==> config.mk <==
export PLATFORM = sky130hd
export DESIGN_NAME = switch_debouncer
export DESIGN_NICKNAME = d
export VERILOG_FILES = /design/src/rtl/switch_debouncer.sv
export SDC_FILE = /design/constraint.sdc
export NUM_CORES = 1
export LEC_CHECK = 0
export CAP_MARGIN = 20
export CORE_MARGIN = 4
export CORE_UTILIZATION = 30
export DETAILED_ROUTE_END_ITERATION = 12
export GPL_TIMING_DRIVEN = 0
export MAX_ROUTING_LAYER = met4
export PLACE_DENSITY = 0.49
export REMOVE_ABC_BUFFERS = 1
export SYNTH_ARGS = -nofsm -noshare
export SYNTH_HDL_FRONTEND = slang
export SYNTH_SLANG_ARGS = --single-unit
==> constraint.sdc <==
create_clock -name clk -period 2.7 [get_ports clk]
set_input_delay 0.54 -clock clk [delete_from_list [all_inputs] [get_ports clk]]
set_output_delay 0.54 -clock clk [all_outputs]
set_load 0.03 [all_outputs]
==> src/rtl/switch_debouncer.sv <==
// Two-flop synchronizer plus per-bit stability counter for slide switches.
// Emits a clean switch word, rise/fall strobes and a sticky change event held until acked.
module switch_debouncer #(
  parameter int WIDTH           = 8,
  parameter int DEBOUNCE_CYCLES = 500000
) (
  input  logic             clk,
  input  logic             rst_n,
  input  logic [WIDTH-1:0] sw_raw,
  output logic [WIDTH-1:0] switches,
  output logic [WIDTH-1:0] rise,
  output logic [WIDTH-1:0] fall,
  output logic             sw_event,
  output logic [WIDTH-1:0] event_mask,
  input  logic             event_ack
);

  localparam int CNT_W = $clog2(DEBOUNCE_CYCLES + 1);
  localparam logic [CNT_W-1:0] CNT_MAX = CNT_W'(DEBOUNCE_CYCLES - 1);

  logic [WIDTH-1:0] sync1;
  logic [WIDTH-1:0] sync2;
  logic [CNT_W-1:0] cnt [WIDTH];
  logic [WIDTH-1:0] differ;
  logic [WIDTH-1:0] accept;

  // A bit is accepted on the edge that would complete its run of differing samples.
  always_comb begin
    differ = sync2 ^ switches;
    accept = '0;
    for (int i = 0; i < WIDTH; i++) begin
      accept[i] = differ[i] && (cnt[i] == CNT_MAX);
    end
  end

  always_ff @(posedge clk or negedge rst_n) begin
    if (!rst_n) begin
      sync1      <= '0;
      sync2      <= '0;
      switches   <= '0;
      rise       <= '0;
      fall       <= '0;
      sw_event   <= 1'b0;
      event_mask <= '0;
      for (int i = 0; i < WIDTH; i++) begin
        cnt[i] <= '0;
      end
    end else begin
      sync1    <= sw_raw;
      sync2    <= sync1;
      switches <= switches ^ accept;
      rise     <= accept & sync2;
      fall     <= accept & ~sync2;
      for (int i = 0; i < WIDTH; i++) begin
        if (!differ[i] || accept[i]) begin
          cnt[i] <= '0;
        end else begin
          cnt[i] <= cnt[i] + CNT_W'(1);
        end
      end
      // An ack that coincides with a new change keeps that change pending.
      if (event_ack) begin
        event_mask <= accept;
        sw_event   <= |accept;
      end else begin
        event_mask <= event_mask | accept;
        sw_event   <= sw_event | (|accept);
      end
    end
  end

endmodule

* Word level (Yosys, flattened, before mapping)
Cells that the tools add are included.
W data, S select, Z words.
** Cells by class
- $add $sub $neg :: 8
- Equal/unequal tests :: 8
- Multiplexer cells :: 10
- Bitwise gates (word level) :: 7
- Reduce and logical (&&, ||, !) cells :: 25
** Operators by type and width (number)
- $add A19 B1 Y19 const B :: 8
- $eq A19 B19 Y1 const B :: 8
- $mux W19 :: 8
- $and A8 B8 Y8 :: 2
- $xor A8 B8 Y8 :: 2
- $logic_and A1 B1 Y1 :: 8
- $logic_not A1 Y1 :: 8
- $logic_or A1 B1 Y1 :: 8
- $mux W8 :: 1
- $not A8 Y8 :: 1
- $or A8 B8 Y8 :: 1
- $reduce_or A8 Y1 :: 1
- $mux W1 :: 1
- $or A1 B1 Y1 :: 1
** Word-level totals
- Register bits after elaboration :: 201

* Depth between registers and ports, before layout
Gate-level depths: netlist of run 1.
- Word-level depth :: 5
- Mapped depth :: 8

* Worst setup path before layout of run 1
No wires, ideal clock.
- Path kind :: reg-to-reg
- Start :: reg cnt[90] (netlist name)
- End :: reg (tool-made name)
- Data arrival time :: 2.059 ns
- Data required time :: 2.575 ns
- Setup slack :: 0.516 ns
- Cell stages (with the launch flop) :: 6
- Buffers on the path :: 1
- Clock period less this slack :: 2.184 ns
- Path through :: dfrtp_1 -> or4_1 -> or4_1 -> or2_1 -> buf_6 -> mux2_4
** RTL lines
- start, declared :: line 23 : logic [CNT_W-1:0] cnt [WIDTH];
- start signal, assigned by index :: line 58 : cnt[i] <= cnt[i] + CNT_W'(1);

==> metrics, run 1 <==
Slew Limit Headroom 0.460; final slew viol count 0; post-synthesis xor/xnor area fraction 0.142; P&R area growth vs syn 19.3%; Yosys top cell area share 0.566; post-layout minimum cycle time 2.32 ns; power density cells 611 mW/mm^2; maxcap violations 0; cts bufs inserted 25; Netlist Area Pre-Place 0.00888 mm^2; Ys Warns 0; Post-synth top flop dfrtp_1; Mapped Avg Cell Area 10.6 um^2; Top cell by count, worst path or4_1; initial core utilization 0.307; R2R depth 4; Worst-Margin Slew 0.804 ns; Clock transition at path regs 0.06 ns; initial antenna violation count 0; post-route ant nets 0; dpl hpwl 11000 um; register area share after synthesis 0.566; final hold slack 0.347 ns; FF-to-FF Start cnt[90]; n_diodes 0; multiplexer share of the synthesized area 0.0106; Core ar. 0.0289 mm^2; DP Cell Count 1251; crit end category flip-flop; distinct cell type count after synthesis 38; peak supply drop 0.366 mV; fill count 2863; FF/Latch Area 0.00503 mm^2; Final Non-Filler Cells 1297; CP max stage cell or4_1; main area contributors after synthesis dfrtp_1 (57%), xor2_1 (8.5%), nor2_1 (7.3%); CTS Buffer Depth 3; WP depth 4; CP arrival 2.70 ns; crit path cell chain or4_1, or4_1, or2_1, mux2_4; clock skew 0.0156 ns; first-pass GRT wire length 29900 um; Die Ht 180 um; Critical Path RT 3.09 ns; largest family of logic cells by synthesized area simple AND/OR/NAND/NOR gates; gr usage total 0.109; post-synthesis simple-gate area fraction 0.246; die width 180 um; Synth Area in Adders 0.0113; Tcrit/Tclk final 0.857; post-synthesis register bit count 201; Post-synth top cells dfrtp_1 (201), nor2_1 (172), xor2_1 (86); Final setup viols 0; post-CTS setup buffer count 0; Crit path buffers/inverters 0; top-count cell post-synth dfrtp_1; routed vias 5833; # clock sinks 201; Die Area 0.0324 mm^2; CTS H-tree depth 1; Critical Path Start Type flip-flop; Skew-Pair Late Insertion Delay 0.51 ns; status complete, no violations; EDFF count, synth 0; row count 62; delay of the slowest critical-path stage 0.57 ns; initial drt markers 320; TNS Setup 0 ns; Placer Congestion 0.756; Synth Area in Compound Gates 0.00860; CTS Root Cell clkbuf_16; Hold Crit Class flip-flop to flip-flop; Crit Path Class flip-flop to flip-flop; Multi-input gate area 0.00371 mm^2; I/O pin count 44; fmax 0.432 GHz; PnR Total Power 6480 uW; CTS tree built; TritonRoute pass-1 iters 4; Synth Instances 839; final WL 17000 um; largest net degree at the start of global routing 72; Worst Setup SP cnt[90]; leading area contributor after synthesis dfrtp_1; via/cell ratio 4.50; CP max FO 5; crit-path leading delay family simple AND/OR/NAND/NOR gates; routed length per placed instance 13.1 um; grt ovf 0; final net count 914; fraction of layout cells with a size suffix above 1 0.0602; Port Buffers 43; Synth async-reset ratio 1.00; flop-to-flop setup slack 0.38 ns; setup repair after global routing missed its margin false; static leakage 0.00455 uW; Hold Vio Cnt, Final 0; vias in the first global route 5839; DRC Markers 0
-- placed cells by master (no fill, tap or decap), types with 7 or more instances in the layout --
cell type	Yosys	final
and3_1	29	29
and4_1	10	10
clkbuf_16	0	25
clkbuf_8	0	9
clkdlybuf4s50_1	0	42
dfrtp_1	201	201
ha_1	8	8
inv_1	15	15
mux2_2	7	7
nand2_1	45	45
nand3_1	68	68
nand4_1	27	27
nand4b_1	8	8
nor2_1	172	172
nor3_1	21	21
nor3b_1	18	18
nor4_1	11	11
xnor2_1	58	58
xor2_1	86	86
-- cell families (layout without fill, tap and decap cells) --
kind of cell / count (synthesis) / after routing
compound gates: 10 / 10
simple gates: 436 / 436
buf+inv: 32 / 106
xor+xnor: 144 / 144
mux: 8 / 8
flops: 201 / 201
fa+ha+maj: 8 / 8
-- repair_timing --
action | in CTS | in global routing
endpoints found under the hold margin | 61 | 0
hold buffers | 1 | 0
resized for setup | 0 | 0
-- cell type report --
| cell class | instances | area share |
|---|---|---|
| clock buffers | 39 | 0.0725 |
| clock inverters | 6 | 0.00390 |
| inverters | 15 | 0.00532 |
| multi-input cells | 606 | 0.351 |
| flip-flops and latches | 201 | 0.475 |
| well taps | 384 | 0.0454 |
| repair buffers | 46 | 0.0473 |
-- power by group --
group / switching [uW] / internal [uW]
registers: 37.3 / 3060
logic: 123 / 57.2
clock network: 1250 / 1950
-- layer usage --
metal,vias up,part of all wire,global-route usage,wire length (um)
met5,-,0,-,0
li1,2954,-,-,-
met3,28,0.036,0.0224,616
met4,0,0.020,0.0260,341
met1,2785,0.50,0.153,8460
met2,66,0.44,0.165,7550
-- flip-flops by register name, summed over array words and instances, names as in the netlist, named ones only --
signal / cells
cnt: 152
event_mask: 8
fall: 8
rise: 8
sw_event: 1
sync1: 8
sync2: 8
-- how the worst min path moves through the flow --
| stage | startpoint | end | slack, ns | cells past startpoint |
|---|---|---|---|---|
| after floorplan | rst_n | asynchronous set/reset pin | 0.24 | 0 |
| after global placement | sync1[1] | sync2[1] | 0.33 | 0 |
| after detailed placement | sync1[4] | sync2[4] | 0.34 | 0 |
| after CTS | sync1[4] | sync2[4] | 0.35 | 0 |
| after global routing | sync1[2] | sync2[2] | 0.35 | 0 |
| final | sync1[1] | sync2[1] | 0.35 | 0 |
-- stage by stage --
stage / cell area [um^2] / setup slack [ns] / util
detailed placement: 9770 / 0.372 / 0.338
CTS: 10600 / 0.343 / 0.366
finish: 10600 / 0.385 / 0.366
global route: 10600 / 0.140 / 0.366
floorplan: 8800 / 0.544 / -
global placement: 9710 / -7.89 / 0.336
-- worst reg2reg max path: stages (launching register included) --
cell and delay [ns]:
dfrtp_1 0.44, or4_1 0.53, or4_1 0.57, or2_1 0.34, mux2_4 0.32
(Power assumes the default switching activity.)
==> run 2: changes to the inputs <==
--- a/config.mk
+++ b/config.mk
@@ -6,10 +6,11 @@
 export NUM_CORES = 1
 export LEC_CHECK = 0
 export CAP_MARGIN = 20
-export CORE_MARGIN = 4
+export CORE_MARGIN = 3
 export CORE_UTILIZATION = 30
 export DETAILED_ROUTE_END_ITERATION = 12
 export GPL_TIMING_DRIVEN = 0
+export HOLD_SLACK_MARGIN = 0.08
 export MAX_ROUTING_LAYER = met4
 export PLACE_DENSITY = 0.49
 export REMOVE_ABC_BUFFERS = 1
==> run 2 against run 1 <==
- non-clock buffer count is 1 lower
- final cell count is 0.31% lower
- sequential power hardly changed
- setup slack better by 0.00082 ns
==> metrics, run 2 (same netlist as run 1, synthesis figures left out) <==
Die Ht 178 um; Tcrit/Tclk final 0.857; row count 62; first-pass GRT wire length 29700 um; crit end category flip-flop; Skew-Pair Late Insertion Delay 0.51 ns; final slew viol count 0; n_diodes 0; cts bufs inserted 25; final net count 913; grt ovf 0; Die Area 0.0317 mm^2; # clock sinks 201; CP arrival 2.70 ns; status complete, no violations; Crit Path Class flip-flop to flip-flop; Final setup viols 0; routed vias 5948; clock skew 0.0175 ns; register bank with the most flops cnt; Port Buffers 43; gr usage total 0.115; post-route ant nets 0; Slew Limit Headroom 0.444; fraction of layout cells with a size suffix above 1 0.0572; Comb power frac 0.026; Core ar. 0.0289 mm^2; dpl hpwl 10800 um; static leakage 0.00457 uW; Switching Share 0.205; TNS Setup 0 ns; register share of total power 0.457; P_int 5380 uW; largest net degree at the start of global routing 110; TritonRoute pass-1 iters 7; CP max FO 5; CTS Buffer Depth 3; initial antenna violation count 0; initial drt markers 331; Placer Congestion 0.763; Hold Crit Class flip-flop to flip-flop; maxcap violations 0; power density cells 637 mW/mm^2; final core occ 0.367; CTS tree built; CTS Root Cell clkbuf_16; Clock Power Share 0.517; initial core utilization 0.307; max reg flops 152; P&R area growth vs syn 19.6%; commonest non-fill, non-tap cells in the layout dfrtp_1 (201), nor2_1 (172), xor2_1 (86); Critical Path Start Type flip-flop; DRC Markers 0; via/cell ratio 4.60; post-layout minimum cycle time 2.31 ns; fill count 2878; die width 178 um; CTS H-tree depth 1; Worst-Margin Slew 0.827 ns; PnR Total Power 6760 uW; setup repair after global routing missed its margin false; final WL 16900 um; fmax 0.432 GHz; Clock transition at path regs 0.05 ns; Hold Vio Cnt, Final 0; I/O pin count 44; post-CTS setup buffer count 0; peak supply drop 0.371 mV; most common cell after layout, fill and taps aside dfrtp_1; routed length per placed instance 13.1 um; Critical Path RT 3.08 ns; vias in the first global route 6039; NetSw 1390 uW
## run 2: cell types whose count changed in the layout (fill, tap and decap cells not counted), sizes merged
cell	change
buf	-1
clkinvlp	-2
bufinv	+5
clkbuf	-6
## run 2: layout make-up
cell class                 instances  area (um^2)  share of cell area
sequential                       201         5030               0.473
inverter                          15         56.3             0.00530
multi-input combinational        606         3710               0.350
timing repair buffer              45          473              0.0445
tap                              384          480              0.0452
clock inverter                     9          174              0.0164
clock buffer                      33          696              0.0655
## run 2: critical path, stage by stage (launching register included)
cell     delay, ns
dfrtp_1       0.44
or4_1         0.52
or4_1         0.56
or2_1         0.33
mux2_4        0.33
## run 2: stage by stage
step | std cells | setup WS, ns | hold slack, ns | area, um^2
2_1_floorplan | 822 | 0.544 | 0.244 | 8800
3_5_place_dp | 1250 | 0.405 | 0.336 | 9740
5_1_grt | 1293 | 0.148 | 0.363 | 10600
3_3_place_gp | 1249 | -7.80 | 0.334 | 9710
4_1_cts | 1293 | 0.375 | 0.348 | 10600
6_report | 1293 | 0.386 | 0.346 | 10600
## run 2: path summary, 6_finish.rpt
path,from,endpoint,slack (ns),depth (start not counted)
max,cnt[90],flip-flop,0.39,4
min,sync1[2],sync2[2],0.35,0
max reg2reg,cnt[90],flip-flop,0.39,4
min reg2reg,sync1[2],sync2[2],0.35,0
max in group asynchronous,rst_n,cnt[64],1.05,3
min in group asynchronous,rst_n,cnt[6],0.62,2
## run 2: routing by layer
metal	track usage	routed length [um]	vias up
met3	0.0215	631	26
li1	-	-	2949
met1	0.157	8360	2899
met2	0.176	7520	74
met5	-	0	-
met4	0.0288	368	0
## run 2: repair_timing
action | CTS | global route
hold buffers | 1 | 0
resized for setup | 0 | 0
endpoints found under the hold margin | 28 | 0
## run 2: power groups by stage
stage	registers, uW	logic (uW)	clock network, uW
after detailed placement	3150	183	0
after global placement	3150	178	0
final	3090	174	3500
after CTS	3090	186	3640
after global routing	3100	208	3760
after floorplan	3140	74.9	0
